`config.mk`:
```
export PLATFORM = sky130hd
export DESIGN_NAME = audio_adc_rx
export DESIGN_NICKNAME = d
export VERILOG_FILES = /design/src/rtl/xosera_pkg.sv /design/src/rtl/audio_adc_sync.sv /design/src/rtl/audio_adc_rx.sv
export SDC_FILE = /design/constraint.sdc
export NUM_CORES = 1
export LEC_CHECK = 0
export CAP_MARGIN = 20
export CORE_MARGIN = 10
export CORE_UTILIZATION = 50
export CTS_CLUSTER_SIZE = 25
export DETAILED_ROUTE_END_ITERATION = 7
export GPL_TIMING_DRIVEN = 0
export PLACE_DENSITY = 0.72
export SLEW_MARGIN = 10
export SYNTH_ARGS = -nofsm -noshare
export SYNTH_HDL_FRONTEND = slang
export SYNTH_HIERARCHICAL = 1
export SYNTH_SLANG_ARGS = --single-unit
```
`constraint.sdc`:
```
create_clock -name clk -period 2.13 [get_ports clk]
set_clock_uncertainty 0.1 [all_clocks]
set_input_delay 0.213 -clock clk [delete_from_list [all_inputs] [get_ports clk]]
set_output_delay 0.213 -clock clk [all_outputs]
set_load 0.005 [all_outputs]
```
`src/rtl/xosera_pkg.sv`:
```
// -----------------------------------------------------------------------------
// xosera_pkg
// Shared constants for the audio ADC receiver. The defaults below are the
// widths the audio_adc_rx top picks up when instantiated without overrides.
//   AUDIO_ADC_WIDTH      : output sample width in bits
//   AUDIO_ADC_DECIM_LOG2 : log2 of the decimation window length in clocks
// -----------------------------------------------------------------------------
package xosera_pkg;

   localparam int AUDIO_ADC_WIDTH      = 8;
   localparam int AUDIO_ADC_DECIM_LOG2 = 8;

endpackage : xosera_pkg

```
`src/rtl/audio_adc_sync.sv`:
```
// -----------------------------------------------------------------------------
// audio_adc_sync
// Two-flop synchronizer that brings the asynchronous comparator output into
// the clk domain.
// Ports:
//   clk     : rising-edge clock
//   reset_i : asynchronous active-high reset, clears both flops
//   d_i     : asynchronous 1-bit input
//   q_o     : synchronized output, two clocks behind d_i
// -----------------------------------------------------------------------------
module audio_adc_sync
   import xosera_pkg::*;
(
   input  logic clk,
   input  logic reset_i,
   input  logic d_i,
   output logic q_o
);

   logic s1_q;
   logic s2_q;

   always_ff @(posedge clk or posedge reset_i) begin
      if (reset_i) begin
         s1_q <= 1'b0;
         s2_q <= 1'b0;
      end else begin
         s1_q <= d_i;
         s2_q <= s1_q;
      end
   end

   assign q_o = s2_q;

endmodule : audio_adc_sync

```
`src/rtl/audio_adc_rx.sv`:
```
// -----------------------------------------------------------------------------
// audio_adc_rx
// Receiver for an external RC sigma-delta ADC. The comparator bit is
// synchronized, fed straight back as the integrator drive, and counted over a
// 2^DECIM_LOG2-clock window. The ones count, clipped to the window maximum and
// scaled to WIDTH bits, is presented with a valid/ready handshake and a
// sticky overrun flag. DECIM_LOG2 must be >= WIDTH.
// Ports:
//   clk           : rising-edge clock
//   reset_i       : asynchronous active-high reset
//   pdm_i         : comparator output (asynchronous to clk)
//   fb_o          : feedback drive to the RC integrator (synchronized pdm_i)
//   enable_i      : high lets the decimation window advance
//   sample_o      : latest decimated sample, unsigned
//   valid_o       : sample_o holds an unconsumed sample
//   ready_i       : consumer accepts sample_o this cycle
//   overrun_o     : sticky, an unconsumed sample was overwritten
//   overrun_clr_i : one-cycle pulse clears overrun_o
// -----------------------------------------------------------------------------
module audio_adc_rx
   import xosera_pkg::*;
#(
   parameter int WIDTH      = AUDIO_ADC_WIDTH,
   parameter int DECIM_LOG2 = AUDIO_ADC_DECIM_LOG2
) (
   input  logic             clk,
   input  logic             reset_i,
   input  logic             pdm_i,
   output logic             fb_o,
   input  logic             enable_i,
   output logic [WIDTH-1:0] sample_o,
   output logic             valid_o,
   input  logic             ready_i,
   output logic             overrun_o,
   input  logic             overrun_clr_i
);

   localparam logic [DECIM_LOG2-1:0] WIN_LAST = '1;
   localparam logic [DECIM_LOG2-1:0] WIN_ONE  = DECIM_LOG2'(1);

   // An all-ones window counts 2^DECIM_LOG2, one past what DECIM_LOG2 bits
   // hold; clip it to all-ones so it never wraps to zero, then keep the top
   // WIDTH bits as the scaled sample.
   function automatic logic [WIDTH-1:0] sat_scale(input logic [DECIM_LOG2:0] total);
      logic [DECIM_LOG2-1:0] clip;
      clip = total[DECIM_LOG2] ? '1 : total[DECIM_LOG2-1:0];
      return clip[DECIM_LOG2-1 -: WIDTH];
   endfunction

   logic                  s2;
   logic                  win_end;
   logic [DECIM_LOG2:0]   total;

   logic [DECIM_LOG2-1:0] win_q,     win_d;
   logic [DECIM_LOG2:0]   acc_q,     acc_d;
   logic [WIDTH-1:0]      sample_q,  sample_d;
   logic                  valid_q,   valid_d;
   logic                  overrun_q, overrun_d;

   audio_adc_sync u_sync (
      .clk     (clk),
      .reset_i (reset_i),
      .d_i     (pdm_i),
      .q_o     (s2)
   );

   assign win_end = enable_i && (win_q == WIN_LAST);
   // The final bit of the window is folded in here rather than through the
   // accumulator so the sample can load on the same edge that clears it.
   assign total   = acc_q + {{DECIM_LOG2{1'b0}}, s2};

   always_comb begin
      win_d     = win_q;
      acc_d     = acc_q;
      sample_d  = sample_q;
      valid_d   = valid_q;
      overrun_d = overrun_q;

      if (enable_i) begin
         win_d = win_q + WIN_ONE;
         acc_d = win_end ? '0 : total;
      end

      if (valid_q && ready_i) begin
         valid_d = 1'b0;
      end

      if (overrun_clr_i) begin
         overrun_d = 1'b0;
      end

      // A load overrides the handshake clear and the overrun clear; it only
      // counts as an overrun if the old sample is not being taken this cycle.
      if (win_end) begin
         sample_d = sat_scale(total);
         valid_d  = 1'b1;
         if (valid_q && !ready_i) begin
            overrun_d = 1'b1;
         end
      end
   end

   always_ff @(posedge clk or posedge reset_i) begin
      if (reset_i) begin
         win_q     <= '0;
         acc_q     <= '0;
         sample_q  <= '0;
         valid_q   <= 1'b0;
         overrun_q <= 1'b0;
      end else begin
         win_q     <= win_d;
         acc_q     <= acc_d;
         sample_q  <= sample_d;
         valid_q   <= valid_d;
         overrun_q <= overrun_d;
      end
   end

   assign fb_o      = s2;
   assign sample_o  = sample_q;
   assign valid_o   = valid_q;
   assign overrun_o = overrun_q;

endmodule : audio_adc_rx

```
Yosys cells after proc, flatten, opt, wreduce, memory -nomap -nowiden:

Cells that the tools add are included.

* bits in registers: 29
* input bits: 6
* output and inout bits: 11
* logic and storage cells: 22

* add/subtract/negate cells: 2
* equal/unequal tests: 1
* multiplexer cells: 7
* reduce and logical (&&, ||, !) cells: 5

Operator list (count)
* $add A9 B1 Y9: 1
* $mux W9: 1
* $add A8 B1 Y8 const B: 1
* $eq A8 B8 Y1 const B: 1
* $mux W8: 1
* $mux W1: 5
* $logic_and A1 B1 Y1: 3
* $reduce_bool A2 Y1: 1
* $logic_not A1 Y1: 1

Depth between registers and ports, before layout:

Gate-level depths: netlist of run 1.

* depth after elaboration: 4
* depth in mapped cells: 6
* mapped depth without buffers: 6

Hierarchy:

Netlist of run 1, hierarchy kept.

By module, submodules not included
* audio_adc_rx: times used 1, cells an instance 115, area an instance 1265.0 um^2, seq. area each 675.6 um^2
* audio_adc_sync: times used 1, cells an instance 3, area an instance 53.8 um^2, seq. area each 50.0 um^2

Worst setup path before layout of run 1:

Ideal clock, no wire load.

* kind: reg2reg
* start: register u_sync.s2_q (netlist: u_sync/q_o)
* end: register sample_q[3] (netlist: sample_o[3])
* setup time: 0.126 ns
* arrival: 1.527 ns
* data required time: 1.904 ns
* setup slack: 0.377 ns
* cell stages (with the launch flop): 7
* path buffers: 0
* clock period less this slack: 1.753 ns
* cells stage by stage: dfrtp_1 -> ha_1 -> ha_1 -> nand3_1 -> nor3_1 -> nand3b_4 -> o32a_1

* word-level cells in the longest chain between the ends: 2

RTL lines
* start, declared: line audio_adc_sync.sv:21 `logic s2_q;`
* start signal, assigned: line audio_adc_sync.sv:29 `s2_q <= s1_q;`
* $add A9 B1 Y9: line audio_adc_rx.sv:70 `assign total = acc_q + {{DECIM_LOG2{1'b0}}, s2};`
* $mux W8: line audio_adc_rx.sv:46 `clip = total[DECIM_LOG2] ? '1 : total[DECIM_LOG2-1:0];`
* end signal, assigned: line audio_adc_rx.sv:113 `sample_q <= sample_d;`
* end, declared: line audio_adc_rx.sv:56 `logic [WIDTH-1:0] sample_q, sample_d;`

No other way between the ends.
A chain may end at the register's enable or synchronous reset.

Worst setup path after layout of run 1:

* start: register acc_q[0]
* end: register sample_q[2] (netlist: sample_o[2])

* word-level cells in the longest chain between the ends: 2

RTL lines
* start, declared: line audio_adc_rx.sv:55 `logic [DECIM_LOG2:0] acc_q, acc_d;`
* start signal, assigned: line audio_adc_rx.sv:106 `acc_q <= '0;`
* start signal, assigned: line audio_adc_rx.sv:112 `acc_q <= acc_d;`
* $add A9 B1 Y9: line audio_adc_rx.sv:70
* $mux W8: line audio_adc_rx.sv:46

No other way between the ends.

==> impl_metrics.env, run 1 <==
export IMPL_status="finished, final reports clean"
export IMPL_drc=0
export IMPL_post_cts_buffers=0
export IMPL_dpl_worst_slack_ps=231
export IMPL_slew_headroom=0.604
export IMPL_track_usage=0.124
export IMPL_synth_area_um2=1320
export IMPL_antenna_found_initial=0
export IMPL_clock_fmax_mhz=522
export IMPL_top_layer="met4"
export IMPL_cts_buffers=5
export IMPL_antennaDiodeCount=0
export IMPL_maxSlewViolCount=0
export IMPL_cts_clk_slew_worst_paths_ps=100
export IMPL_ios=17
export IMPL_gp_congestion=0.828
export IMPL_core_um2=2500
export IMPL_finalHoldViolations=0
export IMPL_grt_pass1_vias=1045
export IMPL_grt_max_degree=28
export IMPL_cts_tree="yes"
export IMPL_yosys_area_top_type="dfrtp_1"
export IMPL_drv_cap=0
export IMPL_grt_ovfl_total=0
export IMPL_fin_tns_setup_ps=0
export IMPL_layout_setup_ws_ps=215
export IMPL_dieArea_um2=5090
export IMPL_drt_pre_antenna_iters=4
export IMPL_irDropWorstVdd_mv=0.774
export IMPL_multi_input_area_um2=544
export IMPL_clock_root_buffer="clkbuf_4"
export IMPL_routed_wl_met2_um=1290
export IMPL_ys_seq_area_frac=0.550
export IMPL_yosysMostFrequentCell="dfrtp_1"
export IMPL_rsz0062_at_grt="no"
export IMPL_area_delta_synth_final_pct=21.0
export IMPL_period_share=0.899
export IMPL_synth_top_area_frac=0.550
export IMPL_arrival_ps=2040
export IMPL_ys_flop_type="dfrtp_1"
export IMPL_start_util=0.528
export IMPL_power_total_mw=1.38
export IMPL_yosys_top_cells_area="dfrtp_1, xnor2_1, a22o_1"
export IMPL_io_buffer_count=15
export IMPL_via_per_inst=5.74
export IMPL_synth_async_sr_flop_share=1.00
export IMPL_wl_per_cell_um=16.5
export IMPL_setup_viol=0
export IMPL_die_w_um=71.4
export IMPL_synthDistinctLibCells=30
export IMPL_worstPathRequired_ps=2250
export IMPL_htree_levels=2
export IMPL_start_kind="register"
export IMPL_wl_um=2850
export IMPL_rows=18
export IMPL_dp_hpwl_um=2020
export IMPL_wl_met3_um=241
export IMPL_wl_met1_um=1250
export IMPL_clk_path_buf_depth=2
export IMPL_drt_iter0_markers=52
export IMPL_clk_latency_ps=340
export IMPL_critical_path_class="register to register"
export IMPL_ys_warn_count=6
export IMPL_crit_path_max_fanout=6
export IMPL_grt_pass1_wl_um=4980
export IMPL_cp_end_kind="register"
export IMPL_tightest_slew_ps=594
export IMPL_synth_edff_count=0
export IMPL_drive_gt1_frac=0.119
export IMPL_regArea_um2=726
export IMPL_vias=993
export IMPL_die_y_um=71.4
export IMPL_cts_sinks=29
export IMPL_cts_resized_gates=0
export IMPL_syn_inst=118
export IMPL_period_needed_ps=1910
export IMPL_nets=151
export IMPL_synth_nets=127
export IMPL_synthTopCellsByCount="dfrtp_1, inv_1, nor2_1"
export IMPL_syn_avg_cell_area_um2=11.2
export IMPL_ys_ff_latch=29
export IMPL_fill_cells=205
export IMPL_power_leakage_nw=0.723
export IMPL_power_density_nw_per_um2=865
export IMPL_holdCritPathClass="input port to register"
export IMPL_antenna_left=0
through the flow:
stage | instance area, um2 | std cells | utilization | hold slack (ps)
after floorplan | 1320 | 118 | - | -146
after global placement | 1510 | 163 | 0.603 | 242
after detailed placement | 1510 | 163 | 0.603 | 237
after CTS | 1570 | 172 | 0.627 | 81.1
after global routing | 1600 | 173 | 0.638 | 76.5
final | 1600 | 173 | 0.638 | 86.8
sequential cells by signal, summed over array words and instances, names as in the netlist:
register,flops
u_sync/s1_q,1
valid_o,1
win_q,8
sample_o,8
acc_q,9
u_sync/q_o,1
overrun_o,1
path summary, 6_finish.rpt:
path                                        from                       to  slack, ps  depth (start not counted)
max                         acc_q[0]$_DFFE_PP0P_  sample_o[2]$_DFFE_PP0P_        220                          6
min                                     enable_i     win_q[1]$_DFFE_PP0P_         90                          2
max reg2reg                 acc_q[0]$_DFFE_PP0P_  sample_o[2]$_DFFE_PP0P_        220                          6
min reg2reg                u_sync/s1_q$_DFF_PP0_     u_sync/q_o$_DFF_PP0_        260                          0
max in group asynchronous                reset_i     acc_q[5]$_DFFE_PP0P_        720                          4
min in group asynchronous                reset_i    u_sync/s1_q$_DFF_PP0_        500                          3
power by group:
group | switching, mW | total [mW] | internal, mW
Combinational | 0.116 | 0.263 | 0.148
Sequential | 0.131 | 0.793 | 0.663
Clock | 0.198 | 0.323 | 0.125
cell type report:
cell class                      count  area share
Clock buffer                        6      0.0259
Sequential cell                    29       0.455
Clock inverter                      2     0.00627
Multi-Input combinational cell     78       0.341
Timing Repair Buffer               17       0.118
Tap cell                           30      0.0235
Inverter                            8      0.0188
Buffer                              3      0.0118
logic make-up (layout without fill, tap and decap cells):
logic type,count (synthesis),after routing,share of synthesized area
and+or+nand+nor,41,41,0.184
DFF,29,29,0.550
adders and majority gates,3,3,0.0285
buffers and inverters,11,36,0.0370
muxes,1,1,0.00854
xor gates and xnor gates,9,9,0.0598
AOI/OAI and AO/OA,24,24,0.132
per-layer routing:
layer	vias to the layer above	track usage
met3	8	0.0592
met5	-	0
met1	491	0.142
met4	0	0.0710
met2	24	0.183
li1	470	-
cell usage in the layout, fill, tap and decap left out, types with 2 or more instances in the layout:
| master | n |
|---|---|
| o21ai_0 | 7 |
| o22ai_1 | 3 |
| clkbuf_4 | 5 |
| nor3_1 | 3 |
| o22a_1 | 2 |
| nor2b_1 | 3 |
| buf_4 | 2 |
| a21oi_1 | 2 |
| nand3_1 | 7 |
| a22o_1 | 5 |
| nand2_1 | 7 |
| inv_1 | 8 |
| xnor2_1 | 6 |
| nand4_1 | 2 |
| clkdlybuf4s50_1 | 15 |
| clkinv_2 | 2 |
| and3_4 | 2 |
| ha_1 | 3 |
| and2_1 | 2 |
| clkbuf_1 | 2 |
| dfrtp_1 | 29 |
| o32a_1 | 4 |
| xor2_1 | 3 |
| nor2_1 | 8 |
worst max-delay path, stage by stage, from the launching register on:
cell and delay, ps:
dfrtp_1 370, ha_1 170, ha_1 240, nand3_1 170, o21ai_2 220, nand3b_4 140
o32a_1 370
repair_timing:
| action | CTS | global route |
|---|---|---|
| hold buffers | 1 | 0 |
| setup endpoints to repair | 0 | 0 |
| endpoints found under the hold margin | 2 | 0 |
No activity file was read; power rests on OpenSTA's default activity.
==> inputs of run 2 (changes only) <==
Settings changed: ABC_AREA from default to 1.
==> run 2 against run 1 <==
Compared with the run above:
- area after synthesis grew 4.7%
- register-to-register slack improved by 270 ps
- largest power group unchanged
- synthesized cell count rose by 36%
- largest cell class unchanged
==> impl_metrics.env, run 2 <==
export IMPL_grt_pass1_wl_um=4660
export IMPL_critical_path_class="register to register"
export IMPL_cts_buffers=5
export IMPL_synth_top_area_frac=0.525
export IMPL_io_buffer_count=15
export IMPL_mostFrequentLayoutCell="nand2_1"
export IMPL_p_seq_frac=0.534
export IMPL_clk_path_buf_depth=2
export IMPL_tightest_slew_ps=541
export IMPL_grt_max_degree=28
export IMPL_nets=193
export IMPL_start_kind="register"
export IMPL_power_leakage_nw=0.862
export IMPL_cp_common_cell="nand2_1"
export IMPL_cts_sinks=29
export IMPL_worstPathRequired_ps=2250
export IMPL_cts_clk_slew_worst_paths_ps=90
export IMPL_r2r_slack_ps=490
export IMPL_critPathTopFamily="simple AND/OR/NAND/NOR gates"
export IMPL_power_density_nw_per_um2=863
export IMPL_via_per_inst=4.98
export IMPL_holdCritPathClass="input port to register"
export IMPL_synthTopCellsByCount="nand2_1, dfrtp_1, inv_1, nor2_1, a21oi_1"
export IMPL_p_clk_frac=0.233
export IMPL_clock_fmax_mhz=610
export IMPL_drv_cap=0
export IMPL_fill_cells=243
export IMPL_track_usage=0.112
export IMPL_wl_per_cell_um=12.8
export IMPL_critical_path_cell_chain="ha_1 > ha_1 > nand2_2 > nor2_4 > nand2_1 > nand2_2 > nand2_4 > nand2_1 > nand2_1 > nand2_1"
export IMPL_rsz0062_at_grt="no"
export IMPL_ys_seq_area_frac=0.525
export IMPL_die_w_um=72.6
export IMPL_irDropWorstVdd_mv=0.556
export IMPL_synthDistinctLibCells=23
export IMPL_synth_area_um2=1380
export IMPL_antenna_found_initial=0
export IMPL_final_area_um2=1660
export IMPL_multi_input_area_um2=566
export IMPL_clock_root_buffer="clkbuf_4"
export IMPL_ios=17
export IMPL_crit_path_max_fanout=9
export IMPL_slew_headroom=0.639
export IMPL_die_y_um=72.6
export IMPL_period_needed_ps=1640
export IMPL_start_util=0.510
export IMPL_regArea_um2=726
export IMPL_power_switching_mw=0.479
export IMPL_dpl_instance_area_um2=1570
export IMPL_combPwrFrac=0.233
export IMPL_gp_congestion=0.746
export IMPL_syn_inst=160
export IMPL_largest_reg_flops=9
export IMPL_wl_um=2750
export IMPL_dp_hpwl_um=1940
export IMPL_antennaDiodeCount=0
export IMPL_slowest_delay_ps=390
export IMPL_htree_levels=2
export IMPL_core_um2=2710
export IMPL_grt_pass1_vias=1016
export IMPL_cts_tree="yes"
export IMPL_drt_pre_antenna_iters=6
export IMPL_swShare=0.334
export IMPL_yosys_top_cells_area="dfrtp_1, nand2_1, inv_1"
export IMPL_syn_avg_cell_area_um2=8.63
export IMPL_finalHoldViolations=0
export IMPL_ys_flop_type="dfrtp_1"
export IMPL_post_cts_buffers=0
export IMPL_fin_tns_setup_ps=0
export IMPL_maxSlewViolCount=0
export IMPL_period_share=0.770
export IMPL_cts_resized_gates=0
export IMPL_cp_end_kind="register"
export IMPL_status="finished, final reports clean"
export IMPL_yosysMostFrequentCell="nand2_1"
export IMPL_drive_gt1_frac=0.130
export IMPL_clk_latency_ps=320
export IMPL_synth_edff_count=0
export IMPL_cp_num_buf_inv=0
export IMPL_area_delta_synth_final_pct=20.4
export IMPL_grt_ovfl_total=0
export IMPL_largest_register="acc_q"
export IMPL_setup_viol=0
export IMPL_dieArea_um2=5260
export IMPL_drc=0
export IMPL_yosys_area_top_type="dfrtp_1"
export IMPL_synth_async_sr_flop_share=1.00
export IMPL_ys_warn_count=6
export IMPL_rows=19
export IMPL_crit_path_top_delay_cell="dfrtp_1"
export IMPL_internal_power_mw=0.957
export IMPL_synth_nets=169
export IMPL_drt_iter0_markers=64
export IMPL_arrival_ps=1760
export IMPL_cts_hold_buf=1
export IMPL_final_cell_mix="nand2_1, dfrtp_1, inv_1, clkdlybuf4s50_1, nor2_1"
export IMPL_ys_ff_latch=29
export IMPL_antenna_left=0
export IMPL_vias=1071
run 2: worst paths after layout:
kind                                      endpoint  cells after the start             startpoint
setup reg to reg           sample_o[5]$_DFFE_PP0P_                     10   u_sync/q_o$_DFF_PP0_
hold reg to reg               u_sync/q_o$_DFF_PP0_                      0  u_sync/s1_q$_DFF_PP0_
max in group asynchronous     win_q[6]$_DFFE_PP0P_                      4                reset_i
min in group asynchronous    u_sync/s1_q$_DFF_PP0_                      3                reset_i
hold / removal                win_q[0]$_DFFE_PP0P_                      2               enable_i
setup / recovery           sample_o[5]$_DFFE_PP0P_                     10   u_sync/q_o$_DFF_PP0_
run 2: kinds of logic after synthesis:
family | after synthesis | share of synthesized area
AOI/OAI and AO/OA | 17 | 0.0661
DFF | 29 | 0.525
and+or+nand+nor | 84 | 0.278
xor gates and xnor gates | 6 | 0.0380
adders and majority gates | 3 | 0.0272
buffers and inverters | 21 | 0.0652
run 2: metal layers:
layer / global-route usage / wire length, um
met1: 0.137 / 1230
met2: 0.168 / 1390
met3: 0.0572 / 95
met4: 0.0380 / 38
met5: 0 / 0
run 2: stage by stage:
step	worst slack (ps)	instances	hold slack, ps	utilization	power [mW]
after global routing	339	215	29.0	0.614	1.54
after CTS	305	214	36.3	0.603	1.43
after detailed placement	486	206	241	0.579	1.10
after floorplan	612	160	-146	-	1.02
after global placement	524	206	242	0.579	1.08
final	490	215	41.6	0.614	1.44
run 2: cell type report:
class                   count  area share
plain buffers               2      0.0113
clock buffers               7      0.0331
inverters                  19      0.0429
multi-input cells         110       0.340
flip-flops and latches     29       0.436
well taps                  31      0.0233
repair buffers             17       0.113
run 2: power groups by stage:
stage	combinational [mW]	sequential [mW]	clock, mW
finish	0.334	0.766	0.335
global route	0.387	0.781	0.369
CTS	0.332	0.764	0.339
detailed placement	0.327	0.774	0
global placement	0.319	0.765	0
floorplan	0.271	0.752	0
==> inputs of run 3 (changes only) <==
Settings changed: CORE_UTILIZATION 50 to 48.
Clock period 2.13 ns to 1.5 ns, I/O delays scaled along.
==> run 3 against run 2 <==
Compared with the run above:
- the run now ends with negative hold slack, negative setup slack left
- first-iteration DRC count fell by 19%
- worst setup slack lost 550 ps
- die area increased by 3.0%
- sequential power rose by 44%
- worst hold slack worse by 46 ps
- flip-flop and latch count unchanged
- clock power is 100% higher
- total power rose by 63%
- wire length increased by 7.9%
- core utilization up 4.3 points
- largest cell class unchanged
- highest routed layer unchanged
==> impl_metrics.env, run 3 (same netlist as run 2, synthesis figures left out) <==
export IMPL_utilization=0.657
export IMPL_cp_end_kind="register"
export IMPL_cp_depth=10
export IMPL_maxSlewViolCount=0
export IMPL_die_y_um=73.6
export IMPL_p_seq_frac=0.472
export IMPL_crit_path_max_fanout=5
export IMPL_combPwrFrac=0.242
export IMPL_arrival_ps=1680
export IMPL_via_per_inst=5.07
export IMPL_area_delta_synth_final_pct=31.2
export IMPL_irDropWorstVdd_mv=1.31
export IMPL_internal_power_mw=1.58
export IMPL_crit_path_top_delay_cell="dfrtp_1"
export IMPL_critical_path_class="register to register"
export IMPL_power_leakage_nw=0.968
export IMPL_grt_pass1_wl_um=4990
export IMPL_die_w_um=73.6
export IMPL_antenna_left=0
export IMPL_cts_tree="yes"
export IMPL_drv_cap=0
export IMPL_timing_rr_start="acc_q[0]$_DFFE_PP0P_"
export IMPL_drt_iter0_markers=52
export IMPL_cts_clk_slew_worst_paths_ps=90
export IMPL_cts_buffers=5
export IMPL_period_needed_ps=1560
export IMPL_power_total_mw=2.34
export IMPL_cts_sinks=29
export IMPL_layout_setup_ws_ps=-57.8
export IMPL_swShare=0.323
export IMPL_power_density_nw_per_um2=1290
export IMPL_crit_path_start="acc_q[0]$_DFFE_PP0P_"
export IMPL_rr_endpoint="sample_o[5]$_DFFE_PP0P_"
export IMPL_holdWs_ps=-4.23
export IMPL_clk_latency_ps=330
export IMPL_largest_register="acc_q"
export IMPL_rsz0062_at_grt="yes"
export IMPL_period_share=1.04
export IMPL_start_util=0.501
export IMPL_r2r_slack_ps=-60
export IMPL_wl_um=2970
export IMPL_crit_path_end="sample_o[5]$_DFFE_PP0P_"
export IMPL_track_usage=0.118
export IMPL_drt_pre_antenna_iters=4
export IMPL_tightest_slew_ps=318
export IMPL_fin_tns_setup_ps=-188
export IMPL_largest_reg_flops=9
export IMPL_drive_gt1_frac=0.230
export IMPL_p_clk_frac=0.286
export IMPL_power_switching_mw=0.756
export IMPL_antennaDiodeCount=0
export IMPL_dp_hpwl_um=2050
export IMPL_core_um2=2760
export IMPL_slowest_delay_ps=410
export IMPL_antenna_found_initial=0
export IMPL_grt_pass1_vias=1163
export IMPL_final_cell_mix="nand2_1, dfrtp_1, inv_1, nor2_1, clkdlybuf4s50_1"
export IMPL_violations="negative hold slack, negative setup slack"
export IMPL_gp_congestion=0.800
export IMPL_holdCritPathClass="input port to asynchronous set/reset pin"
export IMPL_r2r_cells=10
export IMPL_drc=0
export IMPL_htree_levels=2
export IMPL_critPathTopFamily="simple AND/OR/NAND/NOR gates"
export IMPL_setup_viol=6
export IMPL_grt_ovfl_total=0
export IMPL_critical_path_cell_chain="ha_2 > ha_4 > nand2_4 > nor2_4 > nand2_1 > nand2_2 > nand2_4 > nand2_1 > nand2_1 > nand2_1"
export IMPL_io_buffer_count=15
export IMPL_wl_met1_um=1260
export IMPL_ios=17
export IMPL_clk_path_buf_depth=2
export IMPL_worstPathRequired_ps=1630
export IMPL_mostFrequentLayoutCell="nand2_1"
export IMPL_top_layer="met4"
export IMPL_start_kind="register"
export IMPL_dieArea_um2=5420
export IMPL_routed_wl_met2_um=1550
export IMPL_cp_num_buf_inv=0
export IMPL_cp_common_cell="nand2_1"
export IMPL_slew_headroom=0.788
export IMPL_wl_met3_um=116
export IMPL_grt_max_degree=28
export IMPL_clock_fmax_mhz=642
export IMPL_nets=199
export IMPL_status="finished with violations"
export IMPL_vias=1126
export IMPL_rows=19
export IMPL_wl_per_cell_um=13.4
export IMPL_clock_root_buffer="clkbuf_4"
export IMPL_finalHoldViolations=4
## run 3: power by group through the flow
stage	logic, mW	clock network (mW)	registers [mW]
2_1_floorplan	0.387	0	1.07
3_3_place_gp	0.452	0	1.09
3_5_place_dp	0.478	0	1.10
4_1_cts	0.528	0.685	1.10
5_1_grt	0.655	0.717	1.13
6_report	0.567	0.669	1.10
## run 3: how the worst min path moves through the flow
stage / end / slack, ps / startpoint
finish: acc_q[8]$_DFFE_PP0P_ / -4 / reset_i
detailed placement: u_sync/s1_q$_DFF_PP0_ / 250 / reset_i
floorplan: u_sync/q_o$_DFF_PP0_ / -210 / reset_i
CTS: u_sync/s1_q$_DFF_PP0_ / 150 / pdm_i
global route: acc_q[8]$_DFFE_PP0P_ / 30 / reset_i
global placement: u_sync/q_o$_DFF_PP0_ / 230 / u_sync/s1_q$_DFF_PP0_
## run 3: what timing repair did
action,4_1_cts,5_1_grt
setup buffers,3,1
setup endpoints to repair,11,19
hold endpoints to repair,6,0
resized for setup,11,11
hold buffers,2,0
pin swaps,10,6
gates cloned,1,0
## run 3: layout make-up
cell class | count | area [um2]
fillers | 233 | 946
clock inverters | 2 | 37.5
inverters | 19 | 71.3
flip-flops and latches | 29 | 726
repair buffers | 22 | 233
multi-input cells | 111 | 636
clock buffers | 6 | 51.3
well taps | 31 | 38.8
plain buffers | 2 | 18.8
## run 3: stage by stage
| step | std cells | instance area [um2] | setup WS (ps) |
|---|---|---|---|
| after floorplan | 160 | 1380 | 21.0 |
| after global placement | 206 | 1570 | -79.6 |
| after detailed placement | 206 | 1570 | -126 |
| after CTS | 220 | 1760 | -77.5 |
| after global routing | 222 | 1810 | -126 |
| final | 222 | 1810 | -57.8 |
## run 3: worst register-to-register path, cell delays in order (launching register included)
cell and delay, ps:
dfrtp_1 410, ha_2 210, ha_4 170, nand2_4 80, nor2_4 50, nand2_1 80, nand2_2 90, nand2_4 120
nand2_1 70, nand2_1 60, nand2_1 50
## run 3: routing by layer
metal / vias to the layer above / GRT usage
met4: 0 / 0.0414
met2: 16 / 0.202
li1: 557 / -
met5: - / 0
met3: 7 / 0.0485
met1: 546 / 0.127
